===== src/rtl/alu_64.sv =====
// Registered 64-bit integer ALU: pass-B, add, sub, and, or, xor with N/Z/V/C flags.
// Optional: define ALU_SHIFT_EN to make cntrl=111 a logical left shift; otherwise 111 yields 0.
module alu_64 #(
    parameter int unsigned WIDTH = 64
) (
    input  logic             clk,
    input  logic             reset,
    input  logic [WIDTH-1:0] A,
    input  logic [WIDTH-1:0] B,
    input  logic [2:0]       cntrl,
    output logic [WIDTH-1:0] result,
    output logic             negative,
    output logic             zero,
    output logic             overflow,
    output logic             carry_out
);

    localparam int unsigned ShW = $clog2(WIDTH);

    localparam logic [2:0] OpPass = 3'b000;
    localparam logic [2:0] OpZero = 3'b001;
    localparam logic [2:0] OpAdd  = 3'b010;
    localparam logic [2:0] OpSub  = 3'b011;
    localparam logic [2:0] OpAnd  = 3'b100;
    localparam logic [2:0] OpOr   = 3'b101;
    localparam logic [2:0] OpXor  = 3'b110;
    localparam logic [2:0] OpShl  = 3'b111;

    logic             is_sub;
    logic [WIDTH-1:0] b_opnd;
    logic [WIDTH:0]   sum_ext;
    logic             carry_msb_in;
    logic             add_v;
    logic             add_c;

    logic [WIDTH-1:0] result_d;
    logic             negative_d;
    logic             zero_d;
    logic             overflow_d;
    logic             carry_out_d;

    // SUB shares the adder as A + ~B + 1; carry out then means "no borrow".
    assign is_sub       = (cntrl == OpSub);
    assign b_opnd       = is_sub ? ~B : B;
    assign sum_ext      = {1'b0, A} + {1'b0, b_opnd} + {{WIDTH{1'b0}}, is_sub};
    assign carry_msb_in = sum_ext[WIDTH-1] ^ A[WIDTH-1] ^ b_opnd[WIDTH-1];
    assign add_c        = sum_ext[WIDTH];
    assign add_v        = carry_msb_in ^ add_c;

    always_comb begin
        result_d    = '0;
        overflow_d  = 1'b0;
        carry_out_d = 1'b0;
        unique case (cntrl)
            OpPass: result_d = B;
            OpZero: result_d = '0;
            OpAdd, OpSub: begin
                result_d    = sum_ext[WIDTH-1:0];
                overflow_d  = add_v;
                carry_out_d = add_c;
            end
            OpAnd:  result_d = A & B;
            OpOr:   result_d = A | B;
            OpXor:  result_d = A ^ B;
            OpShl: begin
`ifdef ALU_SHIFT_EN
                result_d = A << B[ShW-1:0];
`else
                result_d = '0;
`endif
            end
        endcase
        negative_d = result_d[WIDTH-1];
        zero_d     = ~|result_d;
    end

    always_ff @(posedge clk or posedge reset) begin
        if (reset) begin
            result    <= '0;
            negative  <= 1'b0;
            zero      <= 1'b0;
            overflow  <= 1'b0;
            carry_out <= 1'b0;
        end else begin
            result    <= result_d;
            negative  <= negative_d;
            zero      <= zero_d;
            overflow  <= overflow_d;
            carry_out <= carry_out_d;
        end
    end

endmodule


===== config.mk =====
export PLATFORM = sky130hd
export DESIGN_NAME = alu_64
export DESIGN_NICKNAME = d
export VERILOG_FILES = /design/src/rtl/alu_64.sv
export SDC_FILE = /design/constraint.sdc
export NUM_CORES = 1
export LEC_CHECK = 0
export CORE_AREA = 2 2 183 185
export DETAILED_ROUTE_END_ITERATION = 10
export DIE_AREA = 0 0 185 187
export GPL_TIMING_DRIVEN = 0
export PLACE_DENSITY = 0.55
export SLEW_MARGIN = 20
export SYNTH_ARGS = -nofsm -noshare
export SYNTH_HDL_FRONTEND = slang
export SYNTH_SLANG_ARGS = --single-unit

===== constraint.sdc =====
create_clock -name clk -period 1.9 [get_ports clk]
set_clock_uncertainty 0.15 [all_clocks]
set_input_delay 0.19 -clock clk [delete_from_list [all_inputs] [get_ports clk]]
set_output_delay 0.19 -clock clk [all_outputs]
set_load 0.01 [all_outputs]

Word-level counts from Yosys, hierarchy flattened. Cells that the tools add are included.

Muxes and demuxes: 4. Equality and inequality tests: 7. $add $sub $neg: 2. Reductions and logical operators: 5. Bitwise logic cells: 7.

Operators with widths (count): 64-bit one-hot mux with 6 select lines (1); 64-bit by 64-bit adder with 65-bit output (1); 65-bit by 1-bit adder with 65-bit output (1); 64-bit AND (1); 64-bit two-way mux (1); 64-bit inverter (1); 64-bit OR (1); 64-bit OR reduction (1); 64-bit bitwise XOR (1); 3-bit equality test (second input constant) (4); 3-bit by 2-bit equality test with 1-bit output (second input constant) (2); 2-bit OR reduction (2); 3-bit by 1-bit equality test with 1-bit output (second input constant) (1); 3-bit logical NOT (1); 1-bit bitwise XOR (3); 1-bit two-way mux (2); 1-bit logical NOT (1).

Output and inout port bits: 68. Logic and storage cells: 30. Flip-flop bits (word level): 68.

Logic depth before layout (Yosys ltp).
Depth after elaboration: 8. Depth in mapped cells: 23. Mapped depth without buffers: 17.

Worst setup path before layout. OpenSTA, ideal clock, no wires.

Path kind: input to register. Start point: input port cntrl[2]. End point: register zero. Stages: 21. Buffers on the path: 5. Arrival time: 5596 ps. Slack: -3941 ps. Cells stage by stage: buf_6 -> clkbuf_1 -> nor2b_1 -> clkbuf_1 -> buf_1 -> nand2_1 -> clkbuf_1 -> xnor2_1 -> ha_1 -> a211o_1 -> o22a_1 -> a21oi_1 -> o21ai_1 -> a2111oi_0 -> nand4b_1 -> mux2_2 -> or4_1 -> or4_1 -> and4b_1 -> nand4b_1 -> nor4_2.

Cells in the longest elaborated chain, start to end: 7. Elaborated cells between the ends (all ways): 16. Classes of those cells: add/sub: 2; eq/ne: 7; mux: 2; reduce/logical: 5.

Ends and longest elaborated chain: start: declaration (RTL line 10) `input logic [2:0] cntrl,`; 3-bit by 2-bit equality test with 1-bit output (RTL line 43, 54); 64-bit two-way mux (RTL line 44) `assign b_opnd = is_sub ? ~B : B;`; 64-bit by 64-bit adder with 65-bit output (RTL line 45) `assign sum_ext = {1'b0, A} + {1'b0, b_opnd} + {{WIDTH{1'b0}}, is_sub};`; 65-bit by 1-bit adder with 65-bit output (RTL line 45); 64-bit one-hot mux with 6 select lines * (RTL line 54) `unique case (cntrl)`; net result_d[35] (RTL line 36) `logic [WIDTH-1:0] result_d;`; 64-bit OR reduction * (RTL line 74) `zero_d = ~|result_d;`; 1-bit logical NOT * (RTL line 74); net zero_d (RTL line 38) `logic zero_d;`; end signal: assignment (RTL line 87) `zero <= zero_d;`; end: declaration (RTL line 13) `output logic zero,`.

The timed path passes the listed nets; every way through them passes the cells marked *.

Worst setup path in the final report. Same ends and word-level chain as after synthesis.

==> out/qor.yml <==
run_status:
  status: "finished with violations"
  failed_checks: "negative setup slack"
layout:
  nFillCells: 3157
  num_antenna_cells: 0
  post_route_cells_drive_above_1_share: 0.258
  final_nets: 2167
  fin_cells: 2282
  multi_input_area_um2: 10800
  final_area_um2: 17500
  area_delta_synth_final_pct: 56.0
  seq_area_um2: 1680
sta:
  hold_viol: 0
  finalMaxSlewViolations: 0
  fmax_mhz: 195
  worst_slack_ns: -3.24
  slew_headroom: 0.235
  fin_crit_sh: 2.70
  rsz0062_at_grt: "yes"
  setup_viol: 66
  holdWs_ns: 0.0473
  tns_ns: -107.17
  tightest_slew_ns: 1.15
  min_period_ns: 5.14
critical_path:
  critical_path_class: "in2reg"
  worstPathMaxFanout: 6
  cp.required_ns: 2.04
  crit_path_end_kind: "register"
  arrival_ns: 5.27
  cp-start-kind: "input pin"
global_route:
  grt_max_degree: 32
  track_usage: 0.296
  antenna_found_initial: 0
  overflow: 0
  grt_pass1_vias: 12337
  grt_pass1_wl_um: 76300
power_and_ir_drop:
  netSwitchingPower_w: 0.00432
  cell_internal_pwr_w: 0.00553
  pwr-share-clk: 0.183
  power.density_nw_per_um2: 563
  p_seq_frac: 0.173
  netSwitchingFraction: 0.439
  vdd_drop_max_mv: 0.536
  pwr-share-comb: 0.644
  leakage_nw: 7.61
  finalPower_w: 0.00985
synthesis:
  postSynthNetCount: 1854
  ys.flop_type: "dfrtp_1"
  synthSimpleGateAreaFrac: 0.169
  synthMuxAreaShare: 0.00557
  synthTopCellsByArea: "ha_1 23%, dfrtp_1 15%, xnor2_1 7.0%"
  synth-compound-area-share: 0.275
  netlist_area_um2: 11200
  ys_seq_elements: 67
  synth_fa_ha_area_frac: 0.229
  ys_warn_count: 0
  yosys.area.top_type: "ha_1"
  synth_edf_count: 0
  syn_area_per_cell_um2: 7.40
  ys_seq_area_frac: 0.149
  ys_async_sr_fraction: 1.00
  yosys.area.top_type_share: 0.227
  synthXorXnorAreaFrac: 0.0882
  ys_types: 79
  synthCells: 1516
  synth_top_family_by_area: "compound AO/OA/AOI/OAI gates"
die:
  initial_utilization: 0.342
  coreArea_um2: 32900
  die_w_um: 185
  dieArea_um2: 34600
  rows: 67
  dieHeight_um: 187
  pin_count: 201
detailed_routing:
  vias: 12931
  wl_per_cell_um: 23.1
  first_pass_iters: 5
  ant_nets: 0
  dr.first_iter.drc_count: 948
  avgViaCountPerCell: 5.67
  drc: 0
  wirelength_um: 52600
placed_design:
  place_area_um2: 14100
  routabilityCongestion: 0.971
  placed_cells: 2164
  dp_hpwl_um: 39500
  portBuffers: 198
worst_hold_path:
  hp-class: "in2reg"
  holdPathEnd: "result[0]"
  worstHoldStart: "cntrl[1]"
  hold_depth: 4
flow_run:
  maxCapViolations: 0
cts:
  cts_tree: "yes"
  clockBufferDepth: 2
  cts_max_level: 3
  clockRootBuffer: "clkbuf_16"
  cts-buffers-inserted: 9
  cts.sinks: 67
  clk_pin_slew_ns: 0.06
[metrics by stage]
stage,setup slack (ns),util
after floorplan,-2.82,-
after global placement,-5.19,0.428
after detailed placement,-5.17,0.429
after CTS,-3.47,0.481
after global routing,-3.31,0.533
final,-3.24,0.533
[flip-flops by register name, summed over array words and instances, names as in the netlist]
name	flops
carry_out	1
negative	1
result	63
zero	1
overflow	1
[cells in the final DEF, fill, tap and decap left out, drive strengths merged, types with 13 or more instances in the layout]
master         synthesis  routed
nand4                 30      30
clkdlybuf4s50          0     197
o22ai                 21      21
a22oi                 19      19
clkbuf                61      62
o21bai                13      13
xnor2                 90      90
dfrtp                 67      67
inv                  152     151
a211oi                13      13
nor3                  27      27
o21ai                147     147
a21o                  25      25
nand2                142     143
nand2b                19      19
xor2                  23      23
nor2                 113     113
a221oi                13      13
buf                   21     133
a21oi                121     121
ha                   204     204
a21boi                17      17
nand3                 18      18
[kinds of logic after synthesis]
group | Yosys count
buf+inv | 234
simple gates | 403
fa+ha+maj | 205
compound gates | 488
xor+xnor | 113
mux | 6
flops | 67
[cell type report]
type	instances	share of cell area
inverter	152	0.0328
buffer	77	0.0337
clock inverter	6	0.00372
clock buffer	10	0.0137
timing repair buffer	306	0.173
tap	448	0.0320
sequential	67	0.0958
multi-input combinational	1216	0.616
[worst max-delay path, cell delays in order]
cell and delay [ns]:
buf_6 0.10, buf_8 0.11, clkbuf_16 0.14, nor2b_4 0.13
clkbuf_16 0.16, buf_12 0.13, nand2_8 0.11, clkbuf_16 0.20
buf_12 0.14, xnor2_4 0.20, ha_4 0.24, o211ai_1 0.11
a21oi_2 0.08, o21ai_2 0.20, xor2_2 0.21, o221ai_2 0.15
or4b_4 0.56, or4_4 0.44, or4_4 0.48, nor3_4 0.24
nand4_1 0.22, or4_4 0.50, nor4_2 0.21
[power by group through the flow]
stage / Sequential (W) / Combinational [W] / Clock [W]
after floorplan: 0.00185 / 0.00262 / 0
after global placement: 0.00173 / 0.00465 / 0
after detailed placement: 0.00173 / 0.00467 / 0
after CTS: 0.00171 / 0.00536 / 0.00186
after global routing: 0.00172 / 0.00675 / 0.00191
final: 0.00170 / 0.00634 / 0.00180
[how the worst max path moves through the flow]
stage,from,endpoint,slack (ns),cells after the start
after floorplan,cntrl[2],zero,-2.82,21
after global placement,cntrl[2],zero,-5.19,23
after detailed placement,cntrl[2],zero,-5.17,23
after CTS,cntrl[2],zero,-3.47,22
after global routing,cntrl[2],zero,-3.31,23
final,cntrl[2],zero,-3.24,23
[synth_stat cells (13+ instances only)]
master and instances:
nand3_1 18, nand2b_1 19, ha_1 204, xnor2_1 90
o21ai_0 145, nor2_1 112, nand2_1 142, nor3_1 26
a21o_1 25, clkbuf_1 61, a21oi_1 121, dfrtp_1 67
inv_1 150, o22ai_1 21, xor2_1 23, o21bai_1 13
nand4_1 30, a22oi_1 19, a221oi_1 13, a211oi_1 13
a21boi_0 17
[layer usage]
layer  up-vias  share of wire  track usage
met5         -              0            0
met1      6255           0.41        0.366
met4         0          0.047        0.138
met2       533           0.48        0.498
met3       131          0.057       0.0498
li1       6012              -            -
[repair_timing]
item / CTS / global route
pin swaps: 61 / 74
setup buffers: 47 / 57
hold buffers: 1 / 0
gates cloned: 3 / 1
endpoints found under the hold margin: 8 / 0
setup endpoints to repair: 66 / 66
gates resized for setup: 214 / 255
Note: power is estimated with default switching activity, not from simulation.
